File: src/rtl/instr_sequencer.sv
// Multi-cycle instruction sequencer: FETCH/DECODE/EXEC/MEM/WB stepping, memory
// handshakes with timeout, datapath enable pulses and PC ownership.
module instr_sequencer #(
  parameter int unsigned PC_WIDTH    = 32,
  parameter int unsigned PC_STEP     = 4,
  parameter int unsigned MEM_TIMEOUT = 15,
  parameter logic [5:0]  HALT_OPCODE = 6'b111111
) (
  input  logic                clk,
  input  logic                rst_n,
  input  logic                start,
  output logic                imem_req,
  input  logic                imem_ack,
  input  logic [31:0]         imem_rdata,
  output logic [5:0]          opcode,
  input  logic [1:0]          reg_write,
  input  logic                mem_read,
  input  logic                mem_write,
  input  logic [1:0]          branch,
  input  logic [1:0]          mem_to_reg,
  input  logic [2:0]          alu_op,
  input  logic                alu_src,
  input  logic                cond_true,
  input  logic [PC_WIDTH-1:0] branch_target,
  output logic                alu_en,
  output logic [2:0]          alu_op_q,
  output logic                alu_src_q,
  output logic                dmem_req,
  output logic                dmem_we,
  input  logic                dmem_ack,
  output logic [1:0]          rf_we,
  output logic [1:0]          wb_sel,
  output logic [PC_WIDTH-1:0] pc,
  output logic                halted,
  output logic                error
);

  typedef enum logic [2:0] {
    S_IDLE, S_FETCH, S_DECODE, S_EXEC, S_MEM, S_WB, S_HALT, S_ERROR
  } state_t;

  state_t              state, state_nxt;
  logic [7:0]          tmo_cnt;
  logic                tmo_hit;
  logic [1:0]          reg_write_q, branch_q;
  logic                mem_read_q, mem_write_q, cond_q;
  logic [PC_WIDTH-1:0] target_q, pc_seq, pc_nxt;
  logic                unused_rdata;

  assign unused_rdata = ^imem_rdata[25:0];
  assign tmo_hit      = (tmo_cnt == 8'(MEM_TIMEOUT));
  assign pc_seq       = pc + PC_WIDTH'(PC_STEP);

  always_comb begin
    unique case (branch_q)
      2'b00:   pc_nxt = pc_seq;
      2'b01:   pc_nxt = cond_q ? target_q : pc_seq;
      default: pc_nxt = target_q;
    endcase
  end

  always_ff @(posedge clk or negedge rst_n) begin
    if (!rst_n) state <= S_IDLE;
    else        state <= state_nxt;
  end

  // Outputs decode from state alone so an async reset drops every request at once.
  always_comb begin
    state_nxt = state;
    imem_req  = 1'b0;
    alu_en    = 1'b0;
    dmem_req  = 1'b0;
    dmem_we   = 1'b0;
    rf_we     = '0;
    halted    = 1'b0;
    error     = 1'b0;
    unique case (state)
      S_IDLE:   if (start) state_nxt = S_FETCH;
      S_FETCH: begin
        imem_req = 1'b1;
        if (imem_ack)     state_nxt = S_DECODE;
        else if (tmo_hit) state_nxt = S_ERROR;
      end
      S_DECODE: state_nxt = (opcode == HALT_OPCODE) ? S_HALT : S_EXEC;
      S_EXEC: begin
        alu_en    = 1'b1;
        state_nxt = (mem_read_q || mem_write_q) ? S_MEM : S_WB;
      end
      S_MEM: begin
        dmem_req = 1'b1;
        dmem_we  = mem_write_q;
        if (dmem_ack)     state_nxt = S_WB;
        else if (tmo_hit) state_nxt = S_ERROR;
      end
      S_WB: begin
        rf_we     = reg_write_q;
        state_nxt = S_FETCH;
      end
      S_HALT:   halted = 1'b1;
      S_ERROR:  error  = 1'b1;
      default:  state_nxt = S_IDLE;
    endcase
  end

  // Counter idles at zero outside the wait states, so each FETCH/MEM entry starts clean.
  always_ff @(posedge clk or negedge rst_n) begin
    if (!rst_n) begin
      tmo_cnt     <= '0;
      opcode      <= '0;
      reg_write_q <= '0;
      mem_read_q  <= 1'b0;
      mem_write_q <= 1'b0;
      branch_q    <= '0;
      wb_sel      <= '0;
      alu_op_q    <= '0;
      alu_src_q   <= 1'b0;
      cond_q      <= 1'b0;
      target_q    <= '0;
      pc          <= '0;
    end else begin
      tmo_cnt <= (state == S_FETCH || state == S_MEM) ? tmo_cnt + 8'd1 : '0;
      unique case (state)
        S_FETCH:  if (imem_ack) opcode <= imem_rdata[31:26];
        S_DECODE: if (opcode != HALT_OPCODE) begin
          reg_write_q <= reg_write;
          mem_read_q  <= mem_read;
          mem_write_q <= mem_write;
          branch_q    <= branch;
          wb_sel      <= mem_to_reg;
          alu_op_q    <= alu_op;
          alu_src_q   <= alu_src;
        end
        S_EXEC: begin
          cond_q   <= cond_true;
          target_q <= branch_target;
        end
        S_WB:     pc <= pc_nxt;
        default:  ;
      endcase
    end
  end

endmodule

File: config.mk
export PLATFORM = sky130hd
export DESIGN_NAME = instr_sequencer
export DESIGN_NICKNAME = d
export VERILOG_FILES = /design/src/rtl/instr_sequencer.sv
export SDC_FILE = /design/constraint.sdc
export NUM_CORES = 1
export LEC_CHECK = 0
export BUFFER_PORTS_ARGS = -buffer_cell sky130_fd_sc_hd__buf_2
export CAP_MARGIN = 40
export CORE_UTILIZATION = 40
export DETAILED_ROUTE_END_ITERATION = 6
export GPL_TIMING_DRIVEN = 0
export SYNTH_ARGS = -nofsm -noshare
export SYNTH_HDL_FRONTEND = slang
export SYNTH_SLANG_ARGS = --single-unit
File: constraint.sdc
create_clock -name clk -period 2 [get_ports clk]
set_input_delay 0.2 -clock clk [delete_from_list [all_inputs] [get_ports clk]]
set_output_delay 0.2 -clock clk [all_outputs]
set_load 0.02 [all_outputs]
=== Yosys cells after proc, flatten, opt, wreduce, memory -nomap -nowiden ===
Index checks and enable logic that the tools add are counted.

* Bits in registers: 94
* Bits of input ports: 82
* Word-level logic and storage cells: 52

* Add/sub/neg operators: 2
* Equality and inequality tests: 12
* Mux-type cells: 17
* Reductions and logical operators: 8

{| class="wikitable"
|+ Operators by type and width
! operator !! number
|-
| $pmux W32 S2 || 1
|-
| $add A32 B3 Y32 const B || 1
|-
| $mux W32 || 1
|-
| $pmux W3 S6 || 1
|-
| $mux W3 || 5
|-
| $eq A3 B3 Y1 const B || 4
|-
| $add A8 B1 Y8 const B || 1
|-
| $eq A8 B4 Y1 const B || 1
|-
| $mux W8 || 1
|-
| $mux W1 || 7
|-
| $eq A3 B2 Y1 const B || 2
|-
| $eq A6 B6 Y1 const B || 1
|-
| $ne A6 B6 Y1 const B || 1
|-
| $reduce_and A2 Y1 || 3
|-
| $reduce_bool A6 Y1 || 1
|-
| $eq A3 B1 Y1 const B || 1
|-
| $logic_not A3 Y1 || 1
|-
| $eq A2 B1 Y1 const B || 1
|-
| $logic_not A2 Y1 || 1
|-
| $logic_or A1 B1 Y1 || 2
|-
| $mux W2 || 1
|-
| $ne A2 B2 Y1 const B || 1
|}

=== Depth between registers and ports, before layout ===
Gate-level depths: netlist (run 1).

* Depth in word-level cells: 4
* Depth in mapped cells: 7
* Mapped depth without buffers: 5

=== Worst setup path after synthesis (run 1) ===
OpenSTA, ideal clock, no wires.

* Path kind: register -> register
* Start: register pc[2]
* End: register pc[20]
* Library setup time: 0.069 ns
* Arrival time: 1.802 ns
* Path slack: 0.129 ns
* Stages on the path, launching flop included: 7
* Buffers on the path: 1
* Clock period less this slack: 1.871 ns
* Path through: dfrtp_1 -> ha_1 -> and4_1 -> buf_4 -> nand4_4 -> or4_1 -> nand3_1

* Longest elaborated chain between the ends: 3

{| class="wikitable"
|+ Ends and longest elaborated chain
! item !! line !! RTL
|-
| from (decl) || 33 || <nowiki>output logic [PC_WIDTH-1:0] pc,</nowiki>
|-
| from (signal assigned) || 137 || <nowiki>S_WB: pc <= pc_nxt;</nowiki>
|-
| $add A32 B3 Y32 (*) || 52 || <nowiki>assign pc_seq = pc + PC_WIDTH'(PC_STEP);</nowiki>
|-
| $mux W32 || 57 || <nowiki>2'b01: pc_nxt = cond_q ? target_q : pc_seq;</nowiki>
|-
| $pmux W32 S2 (*) || 55 || <nowiki>unique case (branch_q)</nowiki>
|}

Every way passes the cells marked *; elsewhere a longest branch is shown, timed or not.
A chain may end at the register's enable or synchronous reset.

=== Worst setup path in the final report (run 1) ===
* Start: register state[2]
* End: output port rf_we[1]

* Longest elaborated chain between the ends: 2

{| class="wikitable"
|+ Ends and longest elaborated chain
! item !! line !! RTL
|-
| from (decl) || 42 || <nowiki>state_t state, state_nxt;</nowiki>
|-
| from (signal assigned) || 64 || <nowiki>else state <= state_nxt;</nowiki>
|-
| $eq A3 B3 Y1 || 77 || <nowiki>unique case (state)</nowiki>
|-
| $mux W2 || 77 ||
|-
| to (decl) || 31 || <nowiki>output logic [1:0] rf_we,</nowiki>
|}

Every way passes these cells.

==> results of run 1 <==
## Yosys cell counts (3+ instances only)
cell	n
nor3_1	9
buf_2	9
and4_1	6
inv_1	5
a22oi_1	8
mux2_2	51
o21ai_0	14
a311oi_1	5
o22ai_1	11
nand3_1	17
dfrtp_1	94
a21oi_1	21
nor4_1	5
and3_1	5
or3_1	3
nand2b_1	3
a2bb2oi_1	3
nand4_1	9
or4_1	5
and2_1	5
nor2_1	27
nand2_1	31
a21o_1	3
o211ai_1	7
clkbuf_1	6
## critical path: cells and delay by family, from the launching register on
family / cells / cell delay (ns)
buf+inv: 4 / 0.67
simple gates: 2 / 0.36
flops: 1 / 0.35
## layer usage
metal / up-vias / routed length, um / global-route usage
met5: - / 0 / 0
met4: 0 / 359 / 0.128
met3: 23 / 838 / 0.0562
met2: 129 / 5490 / 0.334
met1: 1882 / 5080 / 0.267
li1: 1798 / - / -
## area by class of cell
| cell class | instances | area (um2) | share of cell area |
|---|---|---|---|
| multi-input cells | 291 | 2050 | 0.364 |
| inverters | 5 | 18.8 | 0.00333 |
| clock inverters | 5 | 58.8 | 0.0104 |
| well taps | 140 | 175 | 0.0311 |
| clock buffers | 11 | 243 | 0.0431 |
| flip-flops and latches | 94 | 2360 | 0.418 |
| plain buffers | 22 | 141 | 0.0251 |
| repair buffers | 111 | 591 | 0.105 |
## path summary, 6_finish.rpt
check                          endpoint  slack (ns)  cells after the start
max                            rf_we[1]        0.07                      6
min                        target_q[27]        0.08                      2
max reg2reg                      pc[26]        0.10                      5
min reg2reg                  tmo_cnt[0]        0.47                      1
max in group asynchronous      state[1]        0.99                      3
min in group asynchronous  target_q[27]        0.33                      2
## cells by family (layout without fill, tap and decap cells)
kind of cell | count (synthesis) | count (layout) | synth area share
flip-flops | 94 | 94 | 0.517
adder cells (fa/ha/maj) | 2 | 2 | 0.00550
AND/OR/NAND/NOR | 140 | 140 | 0.169
multiplexers | 51 | 51 | 0.126
buffers and inverters | 28 | 154 | 0.0344
XOR/XNOR | 4 | 4 | 0.00770
AO/OA/AOI/OAI | 94 | 94 | 0.141
## power breakdown
group | total (mW) | internal [mW] | leakage [nW] | switching, mW
clock | 1.74 | 1.00 | 0.142 | 0.736
sequential | 1.97 | 1.94 | 1.22 | 0.0247
combinational | 0.152 | 0.0790 | 1.28 | 0.0727
## flip-flops by register name, summed over array words and instances, names as in the netlist, 2 cells and up
signal and cells:
reg_write_q 2, pc 32, alu_op_q 3, branch_q 2
state 3, target_q 32, tmo_cnt 8, opcode 6
wb_sel 2
## timing repair
action | CTS | global route
hold endpoints to repair | 29 | 0
setup endpoints to repair | 7 | 8
buffers inserted | 0 | 2
pin swaps | 0 | 1
hold buffers | 1 | 0
gates resized for setup | 6 | 6
cloned | 0 | 0
## stage by stage
stage	setup slack (ns)	std cells	TNS [ns]	utilization	hold slack [ns]
4_1_cts	0.0220	678	0	0.511	0.0700
3_3_place_gp	-0.214	660	-19.47	0.479	0.431
6_report	0.0709	679	0	0.513	0.0768
3_5_place_dp	-0.00913	661	-0.0125	0.482	0.163
2_1_floorplan	0.129	413	0	-	-0.0956
5_1_grt	0.00519	679	0	0.513	0.0687
==> reports/results.tsv, run 1 <==
stage	metric	value	unit
synthesis	syn_nets	497	
worst_hold_path	hold_sp	branch_target[27]	
clock_tree	CTS Sinks	94	
power_and_ir_drop	Power Total	3.86	mW
clock_tree	Clk pin slew, worst setup/hold paths	0.07	ns
synthesis	Async SR Flop Fraction	1.00	
synthesis	top-area cell type share of the netlist area	0.517	
synthesis	ys flop type	dfrtp_1	
run	max-capacitance violation count	0	
clock_tree	CTS tree	done	
floorplan	I/O pin cnt	134	
synthesis	post-synthesis cell area	4550	um2
synthesis	synth unique cells	62	
floorplan	row count	38	
critical_path	CP Cell Sequence	buf_2 > and3b_1 > clkbuf_8 > buf_4 > and2_1 > buf_2	
finish	share of cells above drive strength 1	0.390	
clock_tree	Max Buffers Root-to-Sink	2	
drt	ANT nets after route	0	
drt	initial DRC count	217	
placement	GP Congestion	0.842	
floorplan	Die W	109	um
critical_path	CP Capture Type	primary output	
drt	Vias	3832	
critical_path	Worst setup SP type	flip-flop	
finish	nets	618	
timing	Tcrit/Tclk final	0.965	
timing	final hold viol count	0	
critical_path	Worst R2R Start	pc[3]	
global_route	Tot GR Track Use	0.214	
clock_tree	root buffer cell	clkbuf_16	
synthesis	synthesis warning total	0	
synthesis	top cells by area, synth	dfrtp_1, mux2_2, nand2_1, a21oi_1, nor2_1	
placement	DP Area	5290	um2
timing	unrepaired setup endpoints after global routing	no	
clock_tree	clock latency at the later pin of the worst-skew pair	0.35	ns
floorplan	die height	109	um
power_and_ir_drop	Pleak	2.63	nW
floorplan	die area	11800	um2
critical_path	CP Class	flip-flop to primary output	
worst_hold_path	Hold Crit Class	input port to flip-flop	
placement	port bufs	107	
timing	crit path time final	1.93	ns
synthesis	Yosys top cell by area	dfrtp_1	
critical_path	CP startpoint	state[2]	
power_and_ir_drop	Worst VDD drop	0.441	mV
drt	WL/cell	17.3	um
finish	Layout area overhead	23.7	%
critical_path	Max FO, Critical Path	10	
synthesis	Yosys reg bits	94	
clock_tree	CTS buffer count	9	
drt	DR vias/cell	5.64	
timing	Slew @ Worst Pin	0.578	ns
global_route	largest net degree at the start of global routing	66	
timing	fmax	0.518	GHz
critical_path	Arr. time, crit path	1.73	ns
floorplan	Initial Util	0.415	
drt	Routed WL	11.8	mm
synthesis	number of enable flip-flop cells after synthesis	0	
outcome	status	finished, final reports clean	
finish	Finished Cell Area	5630	um2
timing	Final Skew	0.0102	ns
critical_path	crit-path max cell delay	0.35	ns
timing	Max Slew Vio Count	0	
timing	Final Setup Violations	0	
drt	DR pass1 iterations	4	
clock_tree	H-tree depth	3	
power_and_ir_drop	PwrDens	685	nW/um2
timing	slew margin rel.	0.615	
critical_path	CP dominant cell by count	buf_2	
critical_path	CP required	1.80	ns
global_route	vias in the first global route	3890	
drt	Residual DRC	0	
global_route	grt ovf	0	
synthesis	Mean Syn Cell Area	11.0	um2
global_route	first-pass GRT wire length	19.1	mm
placement	detailed placement HPWL	8.43	mm
finish	most common cell after layout, fill and taps aside	buf_2	
floorplan	CORE AREA	11000	um2
critical_path	Slowest cell on crit path	dfrtp_1	
synthesis	sequential share of the synthesized area	0.517	
finish	commonest cells after routing, fill and taps aside	buf_2, dfrtp_1, mux2_2, nand2_1, nor2_1	
synthesis	Syn Inst Count	413	
finish	ANT cells	0	
finish	fillers	1031	
global_route	initial antenna violation count	0	
Power figures use the tool's default switching activity.
==> run 2, diff against run 1 <==
--- a/config.mk
+++ b/config.mk
@@ -9,7 +9,6 @@
 export CAP_MARGIN = 40
 export CORE_UTILIZATION = 40
 export DETAILED_ROUTE_END_ITERATION = 6
-export GPL_TIMING_DRIVEN = 0
 export SYNTH_ARGS = -nofsm -noshare
 export SYNTH_HDL_FRONTEND = slang
 export SYNTH_SLANG_ARGS = --single-unit
==> reports/results.tsv, run 2 (same netlist as run 1, synthesis figures left out) <==
stage	metric	value	unit	change
outcome	status	finished, final reports clean		
drt	Residual DRC	0		unchanged
worst_hold_path	hold depth	2		unchanged
timing	Tcrit/Tclk final	0.924		-0.0406
finish	biggest regs	pc (32), target_q (32), tmo_cnt (8)		
floorplan	row count	38		unchanged
timing	Max Slew Vio Count	0		unchanged
clock_tree	root buffer cell	clkbuf_16		
clock_tree	post-cts sizing count	0		-6
placement	detailed placement HPWL	7.78	mm	-7.7%
worst_hold_path	Hold Crit Class	input port to flip-flop		
run	max-capacitance violation count	0		unchanged
global_route	largest net degree at the start of global routing	52		-21%
drt	DR pass1 iterations	4		unchanged
floorplan	Initial Util	0.415		unchanged
placement	Setup WS pre-CTS	0.171	ns	+0.180 ns
timing	total negative slack	0	ns	unchanged
floorplan	die height	109	um	unchanged
drt	Routed WL	10.9	mm	-7.2%
finish	final core occ	0.512		-0.000911
power_and_ir_drop	Worst VDD drop	0.476	mV	+7.9%
critical_path	CP Class	flip-flop to primary output		
placement	placed cell count	659		-0.30%
critical_path	CP required	1.80	ns	about the same
clock_tree	clock latency at the later pin of the worst-skew pair	0.34	ns	about the same
placement	GP Congestion	0.840		-0.17%
critical_path	Worst Reg-to-Reg Cells	5		unchanged
clock_tree	Post-CTS Setup Repair Bufs	0		unchanged
timing	unrepaired setup endpoints after global routing	no		
timing	WHS	0.0833	ns	+0.00654 ns
floorplan	CORE AREA	11000	um2	unchanged
clock_tree	CTS tree	done		
power_and_ir_drop	PwrDens	660	nW/um2	-3.6%
global_route	first-pass GRT wire length	18.2	mm	-5.2%
drt	Vias	3769		-1.6%
finish	area occupied by multi-input gates	2050	um2	about the same
timing	slew margin rel.	0.674		+0.0594
global_route	vias in the first global route	3745		-3.7%
finish	Sequential Area	2350	um2	-0.16%
critical_path	Arr. time, crit path	1.65	ns	-0.08 ns
placement	DP Area	5340	um2	+0.78%
critical_path	Max FO, Critical Path	14		+4
clock_tree	Max Buffers Root-to-Sink	2		unchanged
timing	Final Skew	0.00537	ns	-0.00481 ns
timing	final worst slack	0.152	ns	+0.0812 ns
finish	commonest cells after routing, fill and taps aside	buf_2, dfrtp_1, mux2_2, nand2_1, nor2_1		
timing	Final Setup Violations	0		unchanged
clock_tree	Clk pin slew, worst setup/hold paths	0.06	ns	about the same
finish	Layout area overhead	23.5	%	
power_and_ir_drop	Power Total	3.71	mW	-3.8%
global_route	initial antenna violation count	0		unchanged
finish	nets	615		-0.49%
power_and_ir_drop	Pleak	2.65	nW	+0.72%
drt	ANT nets after route	0		unchanged
finish	Layout Cells excl Fill	675		-0.59%
critical_path	Worst setup SP type	flip-flop		
clock_tree	H-tree depth	3		unchanged
finish	fillers	1042		+1.1%
floorplan	die area	11800	um2	unchanged
floorplan	I/O pin cnt	134		unchanged
clock_tree	CTS Sinks	94		unchanged
finish	Finished Cell Area	5620	um2	-0.18%
placement	port bufs	107		unchanged
timing	fmax	0.541	GHz	+4.4%
drt	initial DRC count	164		-24%
clock_tree	quantity of hold-fixing buffers added after cts	1		unchanged
timing	crit path time final	1.85	ns	-0.0812 ns
drt	WL/cell	16.2	um	-6.7%
timing	Slew @ Worst Pin	0.486	ns	-0.0918 ns
finish	share of cells above drive strength 1	0.386		-0.00384
critical_path	CP Capture Type	primary output		
floorplan	Die W	109	um	unchanged
global_route	Tot GR Track Use	0.201		-0.0128
drt	DR vias/cell	5.58		-1.1%
clock_tree	CTS buffer count	9		unchanged
global_route	grt ovf	0		unchanged
timing	final hold viol count	0		unchanged
finish	most common cell after layout, fill and taps aside	buf_2		
run 2: changes by cell type in the layout (fill, tap and decap cells not counted), sizes merged:
cell      change
diode         +1
bufinv        -1
clkinv        -1
buf           +5
clkinvlp      -2
clkbuf        -6
run 2: layout make-up:
class                   count  area share
repair buffers            130       0.134
clock buffers              13      0.0481
well taps                 140      0.0312
clock inverters             1    0.000890
multi-input cells         291       0.364
inverters                   5     0.00334
diodes                      1    0.000445
flip-flops and latches     94       0.418
run 2: worst paths after layout:
| check | from | endpoint | slack [ns] |
|---|---|---|---|
| min in group asynchronous | rst_n | pc[28] | 0.35 |
| min | branch_target[13] | target_q[13] | 0.08 |
| min reg2reg | tmo_cnt[0] | tmo_cnt[0] | 0.46 |
| max in group asynchronous | rst_n | target_q[1] | 1.04 |
| max | state[1] | rf_we[0] | 0.15 |
| max reg2reg | pc[2] | pc[20] | 0.17 |
run 2: where the power goes:
group          leakage [nW]  switching [mW]  internal, mW
combinational          1.30          0.0726        0.0787
clock                 0.138           0.663         0.928
sequential             1.22          0.0246          1.94
run 2: metal layers:
layer	wire [um]	vias up	global-route usage
met1	4820	1861	0.253
met2	5220	99	0.330
met3	675	18	0.0514
li1	-	1791	-
met4	213	0	0.0830
met5	0	-	0
run 2: critical path, stage by stage, from the launching register on:
cell	delay, ns
dfrtp_1	0.48
and3b_1	0.29
buf_4	0.23
and2_1	0.15
buf_2	0.16
==> run 3, diff against run 2 <==
--- a/config.mk
+++ b/config.mk
@@ -5,9 +5,11 @@
 export SDC_FILE = /design/constraint.sdc
 export NUM_CORES = 1
 export LEC_CHECK = 0
+export ABC_AREA = 1
 export BUFFER_PORTS_ARGS = -buffer_cell sky130_fd_sc_hd__buf_2
 export CAP_MARGIN = 40
 export CORE_UTILIZATION = 40
+export CTS_CLUSTER_DIAMETER = 120
 export DETAILED_ROUTE_END_ITERATION = 6
 export SYNTH_ARGS = -nofsm -noshare
 export SYNTH_HDL_FRONTEND = slang
==> reports/results.tsv, run 3 <==
stage	metric	value	unit	change
outcome	status	finished, final reports clean		
clock_tree	CTS Sinks	94		unchanged
synthesis	Yosys reg bits	94		unchanged
finish	share of cells above drive strength 1	0.241		-0.145
timing	fmax	0.577	GHz	+6.5%
timing	crit path time final	1.73	ns	-0.113 ns
timing	Final Skew	0.00840	ns	+0.00303 ns
synthesis	post-synthesis cell area	4900	um2	+7.6%
drt	Residual DRC	0		unchanged
floorplan	CORE AREA	12000	um2	+8.9%
power_and_ir_drop	PwrDens	662	nW/um2	+0.29%
timing	final hold viol count	0		unchanged
critical_path	CP Class	flip-flop to flip-flop		
synthesis	Commonest cells post-synth	nand2_1, dfrtp_1, nor2_1, inv_1, a21oi_1		
global_route	first-pass GRT wire length	21.0	mm	+16%
finish	biggest regs	pc (32), target_q (32), tmo_cnt (8)		
synthesis	sequential share of the synthesized area	0.480		-0.0365
timing	Max Slew Vio Count	0		unchanged
timing	slew margin rel.	0.553		-0.121
floorplan	die area	12700	um2	+7.5%
synthesis	syn_nets	698		+40%
clock_tree	root buffer cell	clkbuf_16		
drt	Routed WL	12.5	mm	+14%
clock_tree	Clk pin slew, worst setup/hold paths	0.06	ns	about the same
power_and_ir_drop	NetSw	0.823	mW	+8.2%
synthesis	synth unique cells	41		-34%
drt	ANT nets after route	0		unchanged
power_and_ir_drop	clock share of power	0.473		+0.044
synthesis	Async SR Flop Fraction	1.00		unchanged
finish	final core occ	0.496		-0.0161
drt	DR vias/cell	4.98		-11%
finish	fillers	1224		+17%
floorplan	row count	40		+5.3%
power_and_ir_drop	Pleak	2.91	nW	+9.6%
synthesis	most frequent cell after synthesis	nand2_1		
placement	port bufs	107		unchanged
global_route	initial antenna violation count	0		unchanged
timing	Tcrit/Tclk final	0.867		-0.0566
floorplan	Die W	113	um	+3.7%
global_route	largest net degree at the start of global routing	49		-5.8%
floorplan	die height	113	um	+3.7%
floorplan	Initial Util	0.410		-0.00494
synthesis	Syn Inst Count	614		+49%
critical_path	CP required	2.23	ns	+0.43 ns
critical_path	Worst setup SP type	flip-flop		
power_and_ir_drop	Logic pwr share	0.038		-0.003
power_and_ir_drop	sequential share of power	0.489		-0.041
synthesis	number of enable flip-flop cells after synthesis	0		unchanged
clock_tree	Post-CTS Setup Repair Bufs	0		unchanged
clock_tree	CTS buffer count	9		unchanged
clock_tree	Max Buffers Root-to-Sink	2		unchanged
run	max-capacitance violation count	0		unchanged
synthesis	top cells by area, synth	dfrtp_1, nand2_1, nor2_1, inv_1, a21oi_1		
synthesis	Mean Syn Cell Area	7.98	um2	-28%
drt	WL/cell	14.2	um	-12%
power_and_ir_drop	Switching Share	0.210		+0.00472
finish	nets	810		+32%
worst_hold_path	Hold Crit Class	input port to flip-flop		
power_and_ir_drop	cell-internal power	3.10	mW	+5.2%
synthesis	top-area cell type share of the netlist area	0.480		-0.0365
clock_tree	H-tree depth	3		unchanged
timing	Final Setup Violations	0		unchanged
clock_tree	quantity of hold-fixing buffers added after cts	1		unchanged
finish	ANT cells	0		-1
floorplan	I/O pin cnt	134		unchanged
global_route	Tot GR Track Use	0.213		+0.0120
critical_path	Max FO, Critical Path	6		-8
finish	commonest cells after routing, fill and taps aside	nand2_1, buf_2, dfrtp_1, nor2_1, inv_1		
finish	most common cell after layout, fill and taps aside	nand2_1		
clock_tree	CTS tree	done		
critical_path	Arr. time, crit path	1.97	ns	+0.32 ns
placement	detailed placement HPWL	9.26	mm	+19%
drt	Vias	4375		+16%
synthesis	ys flop type	dfrtp_1		
finish	Layout area overhead	21.0	%	
drt	DR pass1 iterations	5		+1
synthesis	synthesis warning total	0		unchanged
drt	initial DRC count	209		+27%
global_route	grt ovf	0		unchanged
clock_tree	clock latency at the later pin of the worst-skew pair	0.35	ns	about the same
power_and_ir_drop	Worst VDD drop	0.466	mV	-2.0%
timing	unrepaired setup endpoints after global routing	no		
placement	GP Congestion	0.949		+13%
critical_path	CP Capture Type	flip-flop		
clock_tree	post-cts sizing count	0		unchanged
synthesis	Yosys top cell by area	dfrtp_1		
timing	total negative slack	0	ns	unchanged
timing	Slew @ Worst Pin	0.670	ns	+0.184 ns
finish	area occupied by multi-input gates	2210	um2	+7.9%
global_route	vias in the first global route	4307		+15%
finish	Sequential Area	2350	um2	unchanged
==> run 3: cell count changes after synthesis, moves of 6 or more <==
cell     delta
nor2_1     +42
mux2_2     -44
a21oi_1    +12
nor2_4      +7
and4_1      -6
nand3_1    +12
nand2_1   +171
mux2_4      +7
inv_1      +48
==> run 3: logic make-up (layout without fill, tap and decap cells) <==
kind of cell | Yosys count | count (layout) | share of synthesized area
compound gates | 78 | 78 | 0.0919
xor+xnor | 9 | 9 | 0.0161
fa+ha+maj | 2 | 2 | 0.00511
buf+inv | 76 | 193 | 0.0687
flops | 94 | 94 | 0.480
mux | 14 | 14 | 0.0375
simple gates | 341 | 341 | 0.301
==> run 3: power by group through the flow <==
stage | combinational (mW) | clock [mW] | sequential, mW
global placement | 0.150 | 0 | 1.95
detailed placement | 0.153 | 0 | 1.95
floorplan | 0.0278 | 0 | 1.96
global route | 0.168 | 2.00 | 1.92
CTS | 0.155 | 1.90 | 1.92
finish | 0.149 | 1.86 | 1.92
==> run 3: layer usage <==
metal / vias to the layer above / GRT usage / part of all wire
met3: 16 / 0.0470 / 0.053
met4: 0 / 0.0836 / 0.020
li1: 2211 / - / -
met5: - / 0 / 0
met1: 2037 / 0.282 / 0.46
met2: 111 / 0.342 / 0.47
==> run 3: cell type report <==
cell class                 count  share of cell area
tap                          147              0.0310
timing repair buffer         117               0.106
multi-input combinational    444               0.373
inverter                      60              0.0390
clock buffer                  10              0.0403
clock inverter                 6              0.0143
sequential                    94               0.397
==> run 3: final timing paths <==
kind | start | endpoint | slack (ns) | depth (start not counted)
max | pc[2] | pc[30] | 0.27 | 8
min reg2reg | tmo_cnt[0] | tmo_cnt[0] | 0.46 | 1
min in group asynchronous | rst_n | target_q[4] | 0.41 | 2
max in group asynchronous | rst_n | target_q[12] | 0.95 | 3
min | branch_target[16] | target_q[16] | 0.05 | 3
max reg2reg | pc[2] | pc[30] | 0.27 | 8
==> run 3: per-stage QoR <==
| stage | cell area, um2 | setup WS (ns) | hold slack, ns | instances | total power, mW |
|---|---|---|---|---|---|
| after floorplan | 4900 | 0.313 | -0.0956 | 614 | 1.99 |
| after global placement | 5600 | 0.369 | 0.275 | 861 | 2.10 |
| after detailed placement | 5600 | 0.299 | 0.283 | 861 | 2.11 |
| after CTS | 5930 | 0.242 | 0.0372 | 878 | 3.98 |
| after global routing | 5930 | 0.0702 | 0.0445 | 878 | 4.09 |
| final | 5930 | 0.265 | 0.0483 | 878 | 3.92 |
==> run 3: worst max-delay path: stages (launching register included) <==
cell and delay (ns):
dfrtp_1 0.44, ha_1 0.20, nand2_1 0.09, nor2_2 0.21, nand3_2 0.18, nor2_1 0.23
nand4_1 0.13, nand3_1 0.10, a21oi_1 0.06
